`config.mk`:
```
export PLATFORM = sky130hd
export DESIGN_NAME = tuple_enqueue_gen
export DESIGN_NICKNAME = d
export VERILOG_FILES = /design/src/rtl/tuple_enqueue_gen.sv
export SDC_FILE = /design/constraint.sdc
export NUM_CORES = 1
export LEC_CHECK = 0
export BUFFER_PORTS_ARGS = -buffer_cell sky130_fd_sc_hd__buf_2
export CORE_MARGIN = 1.5
export CORE_UTILIZATION = 30
export DETAILED_ROUTE_END_ITERATION = 16
export GPL_TIMING_DRIVEN = 0
export SYNTH_ARGS = -nofsm -noshare
export SYNTH_HDL_FRONTEND = slang
export SYNTH_SLANG_ARGS = --single-unit
```
`constraint.sdc`:
```
create_clock -name clk -period 11.39 [get_ports clk]
set_clock_uncertainty 0.15 [all_clocks]
set_input_delay 2.278 -clock clk [delete_from_list [all_inputs] [get_ports clk]]
set_output_delay 2.278 -clock clk [all_outputs]
set_load 0.01 [all_outputs]
```
`src/rtl/tuple_enqueue_gen.sv`:
```
// tuple_enqueue_gen: write-side producer for the tuple/length FIFO that feeds
// the output queue. On start it latches a run configuration and writes
// cfg_pkt_count descriptors {five_tuple, pkt_len} into the FIFO, one per
// cycle, pausing while the FIFO reports nearly-full.
//
// Ports:
//   clk, resetn          single clock, async active-low reset
//   start, abort         one-cycle control pulses
//   cfg_*                run configuration, sampled only on an accepted start
//   fifo_data_in/wr_en   registered FIFO write port
//   fifo_nearly_full     back-pressure, one-cycle sample-to-strobe latency
//   busy, done           busy in RUN, done pulses once per run
//   sent_count           descriptors written since the last start
module tuple_enqueue_gen #(
  parameter int PKT_TUPLE_WIDTH = 104,
  parameter int PKT_LEN_WIDTH   = 16,
  parameter int CNT_WIDTH       = 32
) (
  input  logic                                   clk,
  input  logic                                   resetn,
  input  logic                                   start,
  input  logic                                   abort,
  input  logic [PKT_TUPLE_WIDTH-1:0]             cfg_base_tuple,
  input  logic [15:0]                            cfg_sport_step,
  input  logic [CNT_WIDTH-1:0]                   cfg_pkt_count,
  input  logic [PKT_LEN_WIDTH-1:0]               cfg_len_min,
  input  logic [PKT_LEN_WIDTH-1:0]               cfg_len_max,
  input  logic [PKT_LEN_WIDTH-1:0]               cfg_len_step,
  output logic [PKT_TUPLE_WIDTH+PKT_LEN_WIDTH-1:0] fifo_data_in,
  output logic                                   fifo_wr_en,
  input  logic                                   fifo_nearly_full,
  output logic                                   busy,
  output logic                                   done,
  output logic [CNT_WIDTH-1:0]                   sent_count
);

  // sport sits above dport[15:0] and proto[7:0] in the tuple
  localparam int SPORT_LSB = 24;

  typedef enum logic [1:0] {S_IDLE, S_RUN, S_DONE} state_t;

  state_t state, state_nxt;

  logic [PKT_TUPLE_WIDTH-1:0] cur_tuple, tuple_adv;
  logic [PKT_LEN_WIDTH-1:0]   cur_len, len_adv;
  logic [PKT_LEN_WIDTH-1:0]   len_min, len_max, len_step;
  logic [15:0]                sport_step;
  logic [CNT_WIDTH-1:0]       remaining;
  logic [PKT_LEN_WIDTH:0]     len_sum;
  logic                       accept, fire;

  assign accept = (state == S_IDLE) && start;
  // abort has priority over a pending write so no strobe follows it
  assign fire   = (state == S_RUN) && !abort && !fifo_nearly_full &&
                  (remaining != '0);

  assign busy = (state == S_RUN);
  assign done = (state == S_DONE);

  // Generator advance. The sum is one bit wider so a step that overflows the
  // length field still compares as "past max" and wraps to len_min. With
  // len_min > len_max every advance lands back on len_min.
  assign len_sum = {1'b0, cur_len} + {1'b0, len_step};

  always_comb begin
    tuple_adv = cur_tuple;
    tuple_adv[SPORT_LSB +: 16] = cur_tuple[SPORT_LSB +: 16] + sport_step;
    len_adv = (len_sum > {1'b0, len_max}) ? len_min
                                          : len_sum[PKT_LEN_WIDTH-1:0];
  end

  always_ff @(posedge clk or negedge resetn) begin
    if (!resetn) state <= S_IDLE;
    else         state <= state_nxt;
  end

  always_comb begin
    state_nxt = state;
    case (state)
      S_IDLE: if (start) state_nxt = (cfg_pkt_count == '0) ? S_DONE : S_RUN;
      S_RUN:  if (abort || remaining == '0) state_nxt = S_DONE;
      S_DONE: state_nxt = S_IDLE;
      default: state_nxt = S_IDLE;
    endcase
  end

  always_ff @(posedge clk or negedge resetn) begin
    if (!resetn) begin
      fifo_wr_en   <= 1'b0;
      fifo_data_in <= '0;
      sent_count   <= '0;
      cur_tuple    <= '0;
      cur_len      <= '0;
      remaining    <= '0;
      len_min      <= '0;
      len_max      <= '0;
      len_step     <= '0;
      sport_step   <= '0;
    end else begin
      fifo_wr_en <= fire;
      if (accept) begin
        cur_tuple  <= cfg_base_tuple;
        cur_len    <= cfg_len_min;
        remaining  <= cfg_pkt_count;
        sent_count <= '0;
        len_min    <= cfg_len_min;
        len_max    <= cfg_len_max;
        len_step   <= cfg_len_step;
        sport_step <= cfg_sport_step;
      end else if (fire) begin
        fifo_data_in <= {cur_tuple, cur_len};
        remaining    <= remaining - CNT_WIDTH'(1);
        sent_count   <= sent_count + CNT_WIDTH'(1);
        cur_tuple    <= tuple_adv;
        cur_len      <= len_adv;
      end
    end
  end

endmodule

```
==> metrics.txt <==
CTS Buf Count 43; post-layout instance area 0.0211 sq mm; most common cell after layout, fill and taps aside nand2_1; final hold viol count 0; Reg-to-Reg Start cur_len[0]; clock share of power 0.242; EDFF count, synth 0; Final Non-Filler Cells 3090; internal reg-to-reg setup slack 5.74 ns; Worst setup EP type flip-flop; post-route antenna net violation count 0; Initial Util 0.304; CTS resizes 0; met3 GRT Util 0.0376; Netlist Area Pre-Place 0.0168 sq mm; Max-Cap Viols 0; met2 track demand over resource 0.308; Worst EP required 11.67 ns; status complete, no violations; setup slack after layout 5.74 ns; DRC viols 0; root buffer cell clkbuf_16; Total Power 6.08 mW; first-pass GRT wire length 83.5 mm; Place WS 5.79 ns; Logic pwr share 0.396; Core Util, Final 0.383; filler instances 5574; Worst EP arrival 5.93 ns; Seq cells post-synth 371; leakage 11.0 nW; Avg Vias per Cell 4.70; Vias 14521; TritonCTS clock tree done; DP Area 0.0196 sq mm; routability cong. 0.891; Max Slew Vio Count 0; vias in the first global route 14689; PwrDens 288 mW/mm^2; NetSw 2.36 mW; met1 usage 0.248; Setup violations, final 0; dominant synthesized flop cell dfrtp_1; Seq pwr share 0.362; Avg Inst Size Synth 8.87 sq um; Yosys warnings 0; num ports 360; Slew HR 0.214; unrepaired setup endpoints after global routing no; drt initial violations 982; internal power 3.72 mW; Placed Instances 3003; wire length per cell 17.7 microns; critical path class flip-flop to flip-flop; Critical Path End cur_len[6]; port bufs 359; Worst Setup Start Kind flip-flop; Core Region 0.0552 sq mm; sw frac 0.388; Rows 86; DIE WIDTH 240 microns; Critical Path Source cur_len[0]; actual slew at the worst max-slew pin 1.18 ns; busiest grt layer met2; Pre-antenna DRT Iters 5; syn nets 2149; GRT overflow 0; Die Height 240 microns; initial antenna violation count 10; largest net degree at the start of global routing 117; area grow syn2layout 25.9%; Clk pin slew, worst setup/hold paths 0.06 ns; CTS Hold Bufs 0; Post-Route WL 54.6 mm; register area share after synthesis 0.553; Reg-to-Reg End cur_len[6]; HPWL reported at the end of detailed placement 40.2 mm; Total Nets Final 2556; maximum fanout along the worst path 10; layout cell share with drive strength beyond 1 0.204; clk sinks 371; Fmax 0.177 GHz; smallest hold slack 0.314 ns; Sum Neg Setup Slack 0 ns; Syn Inst Count 1893; worst skew pair latency 0.56 ns; reg2reg path depth 17; Tot GR Track Use 0.189; most frequent cells in the layout nand2_1 (877), buf_2 (383), dfrtp_1 (371), nor2_1 (74), o21ai_0 (67); distinct cell type count after synthesis 57; Final period util 0.496; full die area 0.0574 sq mm; Max Root-Sink Buffers 3; CTS H-tree lvls 2; post-CTS setup buffers 0; async set or reset register ratio after synthesis 1.00; crit path time final 5.65 ns; Tightest Hold Check Type flip-flop to flip-flop; Max VDD drop 0.121 mV
[worst max-delay path, cell delays in order (launching register included)]
cell and delay, ns:
dfrtp_1 0.41, ha_1 0.26, fa_1 0.44, a211oi_1 0.32, o211ai_1 0.18, a31oi_1 0.28, o21bai_1 0.11, xor2_1 0.36
ha_1 0.32, a21oi_1 0.14, nor2_1 0.05, a2111oi_0 0.45, o22ai_1 0.17, o41a_1 0.45, a2111oi_4 0.81, buf_6 0.28
mux2i_1 0.23, o211ai_1 0.10
[cell usage after synthesis (25+ instances only)]
master	instances	area [sq um]
a21oi_1	33	165
buf_2	25	125
clkbuf_1	50	188
dfrtp_1	371	9280
ha_1	49	613
inv_1	32	120
nand2_1	877	3290
nand3_1	25	125
nor2_1	74	278
o21ai_0	67	335
xnor2_1	29	254
xor2_1	40	350
[kinds of logic after synthesis]
logic type / share of synthesized area
buffers and inverters: 0.0303
DFF: 0.553
and+or+nand+nor: 0.259
adders and majority gates: 0.0389
AOI/OAI and AO/OA: 0.0723
xor gates and xnor gates: 0.0360
muxes: 0.0101
[layer usage]
layer | vias up | routed length (microns)
li1 | 7010 | -
met1 | 7026 | 23500
met2 | 372 | 25900
met3 | 105 | 3480
met4 | 8 | 1640
met5 | - | 52
[state kept, by name, indices dropped and copies added, names as in the netlist]
signal        count
sport_step       16
cur_tuple       104
sent_count       32
cur_len          16
remaining        32
fifo_data_in    120
len_max          16
len_step         16
fifo_wr_en        1
state             2
len_min          16
[layout make-up]
type	count	area [sq um]	area share
clock inverters	14	180	0.00852
clock buffers	64	1330	0.0628
diodes	9	22.5	0.00107
repair buffers	362	1890	0.0894
well taps	748	936	0.0443
inverters	33	124	0.00586
plain buffers	82	384	0.0182
flip-flops and latches	371	9280	0.439
multi-input cells	1407	6990	0.331
[power groups by stage]
stage               combinational, mW  sequential, mW  clock [mW]
floorplan                        1.52            2.24           0
global placement                 2.35            2.20           0
detailed placement               2.42            2.22           0
CTS                              2.43            2.20        1.51
global route                     2.71            2.27        1.56
finish                           2.41            2.21        1.47
[how the worst min path moves through the flow]
stage	start	to	slack (ns)	cells after the start
after floorplan	state[1]	state[1]	0.28	1
after CTS	cur_tuple[17]	fifo_data_in[33]	0.31	2
after detailed placement	cur_tuple[61]	fifo_data_in[77]	0.30	2
final	cur_tuple[56]	fifo_data_in[72]	0.31	2
after global routing	cur_tuple[17]	fifo_data_in[33]	0.33	2
after global placement	cur_tuple[10]	fifo_data_in[26]	0.30	2
Note: power is estimated with default switching activity, not from simulation.
